File: config.mk
export PLATFORM = sky130hd
export DESIGN_NAME = spart_tx_arbiter
export DESIGN_NICKNAME = d
export VERILOG_FILES = /design/src/rtl/spart_pkg.sv /design/src/rtl/spart_rr_lock.sv /design/src/rtl/spart_tx_arbiter.sv
export SDC_FILE = /design/constraint.sdc
export NUM_CORES = 1
export LEC_CHECK = 0
export ABC_CLOCK_PERIOD_IN_PS = 4220
export BUFFER_PORTS_ARGS = -buffer_cell sky130_fd_sc_hd__buf_4
export CORE_MARGIN = 1
export CORE_UTILIZATION = 30
export DETAILED_ROUTE_END_ITERATION = 8
export GPL_TIMING_DRIVEN = 0
export PLACE_DENSITY = 0.59
export SLEW_MARGIN = 20
export SYNTH_ARGS = -nofsm -noshare
export SYNTH_HDL_FRONTEND = slang
export SYNTH_SLANG_ARGS = --single-unit
export TNS_END_PERCENT = 30
File: constraint.sdc
create_clock -name clk -period 4.22 [get_ports clk]
set_input_delay 0.422 -clock clk [delete_from_list [all_inputs] [get_ports clk]]
set_output_delay 0.422 -clock clk [all_outputs]
set_load 0.03 [all_outputs]
File: src/rtl/spart_pkg.sv
// Shared definitions for the SPART transmit path: FSM states, register map
// offsets and the status-to-credit decode.
package spart_pkg;

  typedef enum logic [2:0] {
    ST_IDLE,
    ST_ARB,
    ST_POLL_A,
    ST_POLL_W,
    ST_WR_A,
    ST_WR_D
  } spart_state_e;

  localparam logic [31:0] SPART_DATA_OFS   = 32'h0000_0000;
  localparam logic [31:0] SPART_DIV_OFS    = 32'h0000_0004;
  localparam logic [31:0] SPART_STATUS_OFS = 32'h0000_0008;

  localparam logic [7:0] SPART_NEWLINE    = 8'h0A;
  localparam logic [3:0] SPART_CREDIT_MAX = 4'd8;

  // The transmit FIFO never reports more than 8 free slots; clamp anyway so a
  // corrupt status word cannot inflate the credit.
  function automatic logic [3:0] credit_from_status(input logic [7:0] status);
    return (status[7:4] > SPART_CREDIT_MAX) ? SPART_CREDIT_MAX : status[7:4];
  endfunction

endpackage

File: src/rtl/spart_rr_lock.sv
// Two-way round-robin selector with a line lock: once a requester sends a byte
// it keeps the SPART until it sends a newline or stays silent for LOCK_TIMEOUT.
module spart_rr_lock
  import spart_pkg::*;
#(
  parameter int unsigned LOCK_TIMEOUT = 255
) (
  input  logic       clk,
  input  logic       rst,
  input  logic [1:0] req_valid,
  input  logic       arb_en,
  input  logic       take,
  input  logic       accept,
  input  logic       accept_newline,
  output logic       sel_valid,
  output logic       sel_idx,
  output logic       owner,
  output logic       locked
);

  localparam logic [7:0] TMO_LAST = 8'(LOCK_TIMEOUT - 1);

  logic       last_q;
  logic       lock_q;
  logic [7:0] tmo_q;
  logic       owner_idle;
  logic       tmo_hit;

  assign owner  = last_q;
  assign locked = lock_q;

  // While locked only the owner is eligible; otherwise the requester that did
  // not go last has priority.
  always_comb begin
    sel_valid = 1'b0;
    sel_idx   = last_q;
    if (lock_q) begin
      sel_valid = req_valid[last_q];
    end else if (req_valid[!last_q]) begin
      sel_valid = 1'b1;
      sel_idx   = !last_q;
    end else if (req_valid[last_q]) begin
      sel_valid = 1'b1;
    end
  end

  assign owner_idle = arb_en && lock_q && !req_valid[last_q];
  assign tmo_hit    = owner_idle && (tmo_q == TMO_LAST);

  always_ff @(posedge clk) begin
    if (rst) begin
      last_q <= 1'b1;
      lock_q <= 1'b0;
      tmo_q  <= 8'd0;
    end else begin
      if (take) begin
        last_q <= sel_idx;
      end
      if (accept) begin
        lock_q <= !accept_newline;
        tmo_q  <= 8'd0;
      end else if (tmo_hit) begin
        lock_q <= 1'b0;
        tmo_q  <= 8'd0;
      end else if (owner_idle) begin
        tmo_q <= tmo_q + 8'd1;
      end
    end
  end

endmodule

File: src/rtl/spart_tx_arbiter.sv
// Shares one SPART transmitter between two cores: polls the status register
// for FIFO credit, then writes one byte per bus transaction for the owner.
module spart_tx_arbiter
  import spart_pkg::*;
#(
  parameter logic [31:0] SPART_BASE   = 32'h00F0_0000,
  parameter int unsigned LOCK_TIMEOUT = 255
) (
  input  logic        clk,
  input  logic        rst,
  input  logic [1:0]  req_valid_i,
  input  logic [15:0] req_data_i,
  output logic [1:0]  req_ready_o,
  output logic        bus_req_o,
  input  logic        bus_grant_i,
  output logic [31:0] bus_addrData_o,
  output logic [3:0]  bus_byteEnables_o,
  output logic [7:0]  bus_burstSize_o,
  output logic        bus_readNWrite_o,
  output logic        bus_beginTransaction_o,
  output logic        bus_endTransaction_o,
  output logic        bus_dataValid_o,
  input  logic [31:0] bus_addrData_i,
  input  logic        bus_endTransaction_i,
  input  logic        bus_dataValid_i,
  input  logic        bus_busy_i,
  input  logic        bus_error_i
);

  spart_state_e state_q, state_d;
  logic [3:0]   credit_q, credit_d;
  logic         grant_lost_q;
  logic [7:0]   wr_byte;
  logic         lost;
  logic         take;
  logic         accept;
  logic         sel_valid;
  logic         sel_idx;
  logic         owner;
  logic         locked;
  logic [1:0]   ready_raw;
  logic         unused_rdata;

  assign unused_rdata      = ^bus_addrData_i[31:8];
  assign bus_byteEnables_o = 4'h1;
  assign bus_burstSize_o   = 8'd0;
  assign bus_req_o         = !rst && ((state_q != ST_IDLE) || (|req_valid_i));
  assign req_ready_o       = rst ? 2'b00 : ready_raw;
  assign lost              = grant_lost_q || !bus_grant_i;

  spart_rr_lock #(
    .LOCK_TIMEOUT(LOCK_TIMEOUT)
  ) u_rr_lock (
    .clk           (clk),
    .rst           (rst),
    .req_valid     (req_valid_i),
    .arb_en        (state_q == ST_ARB),
    .take          (take),
    .accept        (accept),
    .accept_newline(wr_byte == SPART_NEWLINE),
    .sel_valid     (sel_valid),
    .sel_idx       (sel_idx),
    .owner         (owner),
    .locked        (locked)
  );

  always_ff @(posedge clk) begin
    if (rst) begin
      state_q <= ST_IDLE;
    end else begin
      state_q <= state_d;
    end
  end

  always_comb begin
    state_d                = state_q;
    credit_d               = credit_q;
    take                   = 1'b0;
    accept                 = 1'b0;
    ready_raw              = 2'b00;
    bus_addrData_o         = 32'h0;
    bus_readNWrite_o       = 1'b0;
    bus_beginTransaction_o = 1'b0;
    bus_endTransaction_o   = 1'b0;
    bus_dataValid_o        = 1'b0;
    case (state_q)
      ST_IDLE: begin
        if ((|req_valid_i) && bus_grant_i) state_d = ST_ARB;
      end
      ST_ARB: begin
        if (!bus_grant_i) begin
          state_d = ST_IDLE;
        end else if (sel_valid) begin
          take    = 1'b1;
          state_d = (credit_q == 4'd0) ? ST_POLL_A : ST_WR_A;
        end else if (!locked && !(|req_valid_i)) begin
          state_d = ST_IDLE;
        end
      end
      ST_POLL_A: begin
        bus_beginTransaction_o = 1'b1;
        bus_readNWrite_o       = 1'b1;
        bus_addrData_o         = SPART_BASE + SPART_STATUS_OFS;
        if (!bus_busy_i) state_d = ST_POLL_W;
      end
      ST_POLL_W: begin
        if (bus_error_i) begin
          credit_d = 4'd0;
          state_d  = lost ? ST_IDLE : ST_POLL_A;
        end else if (bus_dataValid_i) begin
          credit_d = credit_from_status(bus_addrData_i[7:0]);
          if (lost)                  state_d = ST_IDLE;
          else if (credit_d == 4'd0) state_d = ST_POLL_A;
          else                       state_d = ST_WR_A;
        end
      end
      ST_WR_A: begin
        bus_beginTransaction_o = 1'b1;
        bus_addrData_o         = SPART_BASE + SPART_DATA_OFS;
        if (!bus_busy_i) state_d = ST_WR_D;
      end
      ST_WR_D: begin
        bus_addrData_o       = {24'h0, wr_byte};
        bus_dataValid_o      = 1'b1;
        bus_endTransaction_o = 1'b1;
        // An errored write is not acknowledged; the same byte is rewritten
        // after a fresh status poll.
        if (bus_error_i) begin
          credit_d = 4'd0;
          state_d  = lost ? ST_IDLE : ST_POLL_A;
        end else if (bus_endTransaction_i) begin
          accept    = 1'b1;
          ready_raw = owner ? 2'b10 : 2'b01;
          credit_d  = (credit_q != 4'd0) ? credit_q - 4'd1 : 4'd0;
          state_d   = lost ? ST_IDLE : ST_ARB;
        end
      end
      default: state_d = ST_IDLE;
    endcase
  end

  always_ff @(posedge clk) begin
    if (rst) begin
      credit_q     <= 4'd0;
      grant_lost_q <= 1'b0;
    end else begin
      credit_q <= credit_d;
      if (state_d == ST_IDLE) begin
        grant_lost_q <= 1'b0;
      end else if ((state_q != ST_IDLE) && (state_q != ST_ARB) && !bus_grant_i) begin
        grant_lost_q <= 1'b1;
      end
    end
  end

  // Byte captured at grant time so the bus sees a stable value for the whole write.
  always_ff @(posedge clk) begin
    if (take) begin
      wr_byte <= sel_idx ? req_data_i[15:8] : req_data_i[7:0];
    end
  end

endmodule
==> reports/qor.csv <==
metric;value;unit
cts_tree;done;
initial_core_util;31.1;%
dr.pass1.iters;4;
ant_nets;0;
critical_path_required;3.80;ns
io_pins;108;
irDropWorstVdd;124;uV
globalRouteTotalUtil;12.7;%
yosys_warnings;0;
fp.coreArea;5890;um^2
slowest_delay;0.45;ns
synth_area;1830;um^2
leakage;1.16;nW
die_area;6420;um^2
hold_class;input port to flop;
grt_max_degree;15;
critical_path_class;flop to output pin;
worst_slew_pin_slew;0.623;ns
critical_path.slowest_cell;dfxtp_1;
maxSlewViolCount;0;
hold_viol;0;
syn_to_final_growth;33.4;%
postRouteWirelength;4000;um
layout_setup_ws;2.02;ns
drive_gt1_share;36.1;%
via_per_inst;4.25;
synth_top_cell_by_area;dfxtp_1;
fin_crit_sh;52.0;%
clkTransAtPathRegs;0.09;ns
rsz0062_at_grt;no;
syn_avg_cell_area;8.68;um^2
cts_setup_buffers;0;
clock_sinks;26;
worstPathArrival;1.77;ns
grt_overflow;0;
cts_resized;0;
yosys-top-cells-area;dfxtp_1, buf_4, edfxtp_1, mux2_2, nor2_1;
clockBufferDepth;2;
crit_buf_inv;3;
vias;1554;
synth-edff-count;8;
crit_cells;5;
drt-initial-drc-count;54;
grt_pass1_vias;1331;
portBuffers;46;
die_h;80.1;um
cp-start-kind;flop;
ys_seq_elements;26;
final_nets;353;
grt_pass1_wl;6350;um
dpl.hpwl;3110;um
tns;0;ns
antenna_found_initial;0;
worst-r2r-cell-count;6;
ys_types;50;
fp-row-count;28;
n_antenna_cell;0;
drc;0;
yosysTopAreaCellShare;19.7;%
power;0.565;mW
cts-buffers-inserted;3;
critPathTopFamily;buffers and inverters;
clk_latency;0.27;ns
synth-seq-area-share;32.8;%
min_delay_path_depth;2;
setup_viol;0;
wl_per_cell;10.9;um
ys.flop_type;dfxtp_1;
finalCriticalPeriod;2.20;ns
p_per_area;231;nW/um^2
holdBufCountCts;0;
dpl_worst_slack;1.94;ns
max_slew_margin;58.5;%
synth-async-reset-ratio;0;%
h-tree-depth;1;
cts-root-buf;clkbuf_8;
fillers;611;
die_x;80.1;um
status;complete, no violations;
end_kind;output pin;
multi_input_area;1010;um^2
gp_congestion;0.811;
crit_chain;and3b_1 > buf_2 > clkbuf_1 > and2_1 > buf_4;
cap_violations;0;
fmax;456;MHz
synthCells;211;
path_max_fanout;11;
finClkSkew;0.00328;ns
ff_latch_area;601;um^2
[state kept, by name, indices dropped and copies added (netlist names)]
| signal | cells |
|---|---|
| credit_q | 4 |
| state_q | 3 |
| u_rr_lock.owner | 1 |
| u_rr_lock.locked | 1 |
| u_rr_lock.tmo_q | 8 |
| grant_lost_q | 1 |
| wr_byte | 8 |
[cells by family (layout without fill, tap and decap cells)]
| family | Yosys count | after routing | synth area share (%) |
|---|---|---|---|
| and+or+nand+nor | 79 | 79 | 22.9 |
| buffers and inverters | 51 | 101 | 18.5 |
| AOI/OAI and AO/OA | 33 | 33 | 13.9 |
| DFF | 26 | 26 | 32.8 |
| muxes | 9 | 9 | 5.47 |
| xor gates and xnor gates | 7 | 7 | 3.35 |
| adders and majority gates | 4 | 4 | 2.73 |
| other | 2 | 32 | 0.410 |
[placed cells by master (no fill, tap or decap), types with 2 or more instances in the layout]
cell | Yosys | routed
inv_1 | 8 | 8
nor3_1 | 4 | 4
nand4_1 | 3 | 3
nand2b_1 | 4 | 4
ha_1 | 4 | 4
a311oi_1 | 2 | 2
a21oi_1 | 10 | 9
xor2_1 | 4 | 4
or3_1 | 2 | 2
nor3b_1 | 2 | 2
clkbuf_1 | 3 | 3
a221oi_1 | 2 | 2
a211oi_1 | 2 | 2
o32a_1 | 2 | 2
conb_1 | 2 | 32
o22ai_1 | 2 | 2
and2_1 | 11 | 11
edfxtp_1 | 8 | 8
buf_4 | 36 | 82
buf_2 | 3 | 3
nor2_1 | 24 | 24
o21ai_0 | 3 | 3
nor2b_1 | 4 | 4
xnor2_1 | 3 | 3
mux2_2 | 8 | 8
dfxtp_1 | 18 | 18
nand2_1 | 13 | 13
clkbuf_8 | 0 | 4
nor4_1 | 2 | 2
[Yosys cell counts, drive strengths merged, types with 2 or more instances]
cell type and count:
buf 40, ha 4, a21oi 10, nor2b 4, nor2 24, a221oi 2
nand4 3, and2 11, dfxtp 18, o22ai 2, a211oi 2, inv 8
edfxtp 8, nand2 14, nor3 4, o21ai 4, nand2b 4, nor3b 2
xnor2 3, mux2 8, xor2 4, a311oi 2, nor4 2, or3 2
o32a 2, conb 2, clkbuf 3
[layout make-up]
| cell class | count | area share (%) |
|---|---|---|
| Buffer | 43 | 12.6 |
| Clock buffer | 4 | 2.26 |
| Inverter | 8 | 1.23 |
| Multi-Input combinational cell | 164 | 41.3 |
| Sequential cell | 26 | 24.6 |
| Tap cell | 75 | 3.84 |
| Timing Repair Buffer | 46 | 14.1 |
[report_power, final]
group          internal (mW)  leakage, nW  switching [mW]  total [mW]
clock                 0.0834       0.0288          0.0775       0.161
sequential             0.262        0.218         0.00287       0.265
combinational         0.0602        0.910          0.0786       0.139
total                  0.406         1.16           0.159       0.565
[worst paths after layout]
kind	start	end	slack, ns
worst max-delay path	state_q[2]	bus_addrData_o[2]	2.02
worst min-delay path	req_data_i[7]	wr_byte[7]	0.45
worst max register to register	u_rr_lock.owner	u_rr_lock.tmo_q[1]	2.29
worst min register to register	credit_q[1]	credit_q[1]	0.48
[per-layer routing]
layer  wire length (um)  track usage, %  share of wire, %
met1               1870            16.9                47
met2               1880            20.3                47
met3                229            3.18               5.7
met4                 15            3.04              0.38
met5                  0               0                 0
[per-stage QoR]
| stage | utilization, % | std cells | hold WS (ns) | instance area (um^2) |
|---|---|---|---|---|
| detailed placement | 40.5 | 362 | 0.473 | 2380 |
| global placement | 40.5 | 362 | 0.461 | 2380 |
| CTS | 41.4 | 366 | 0.440 | 2440 |
| finish | 41.5 | 366 | 0.450 | 2440 |
| global route | 41.5 | 366 | 0.439 | 2440 |
| floorplan | - | 241 | 0.445 | 1940 |
No activity file was read; power rests on OpenSTA's default activity.
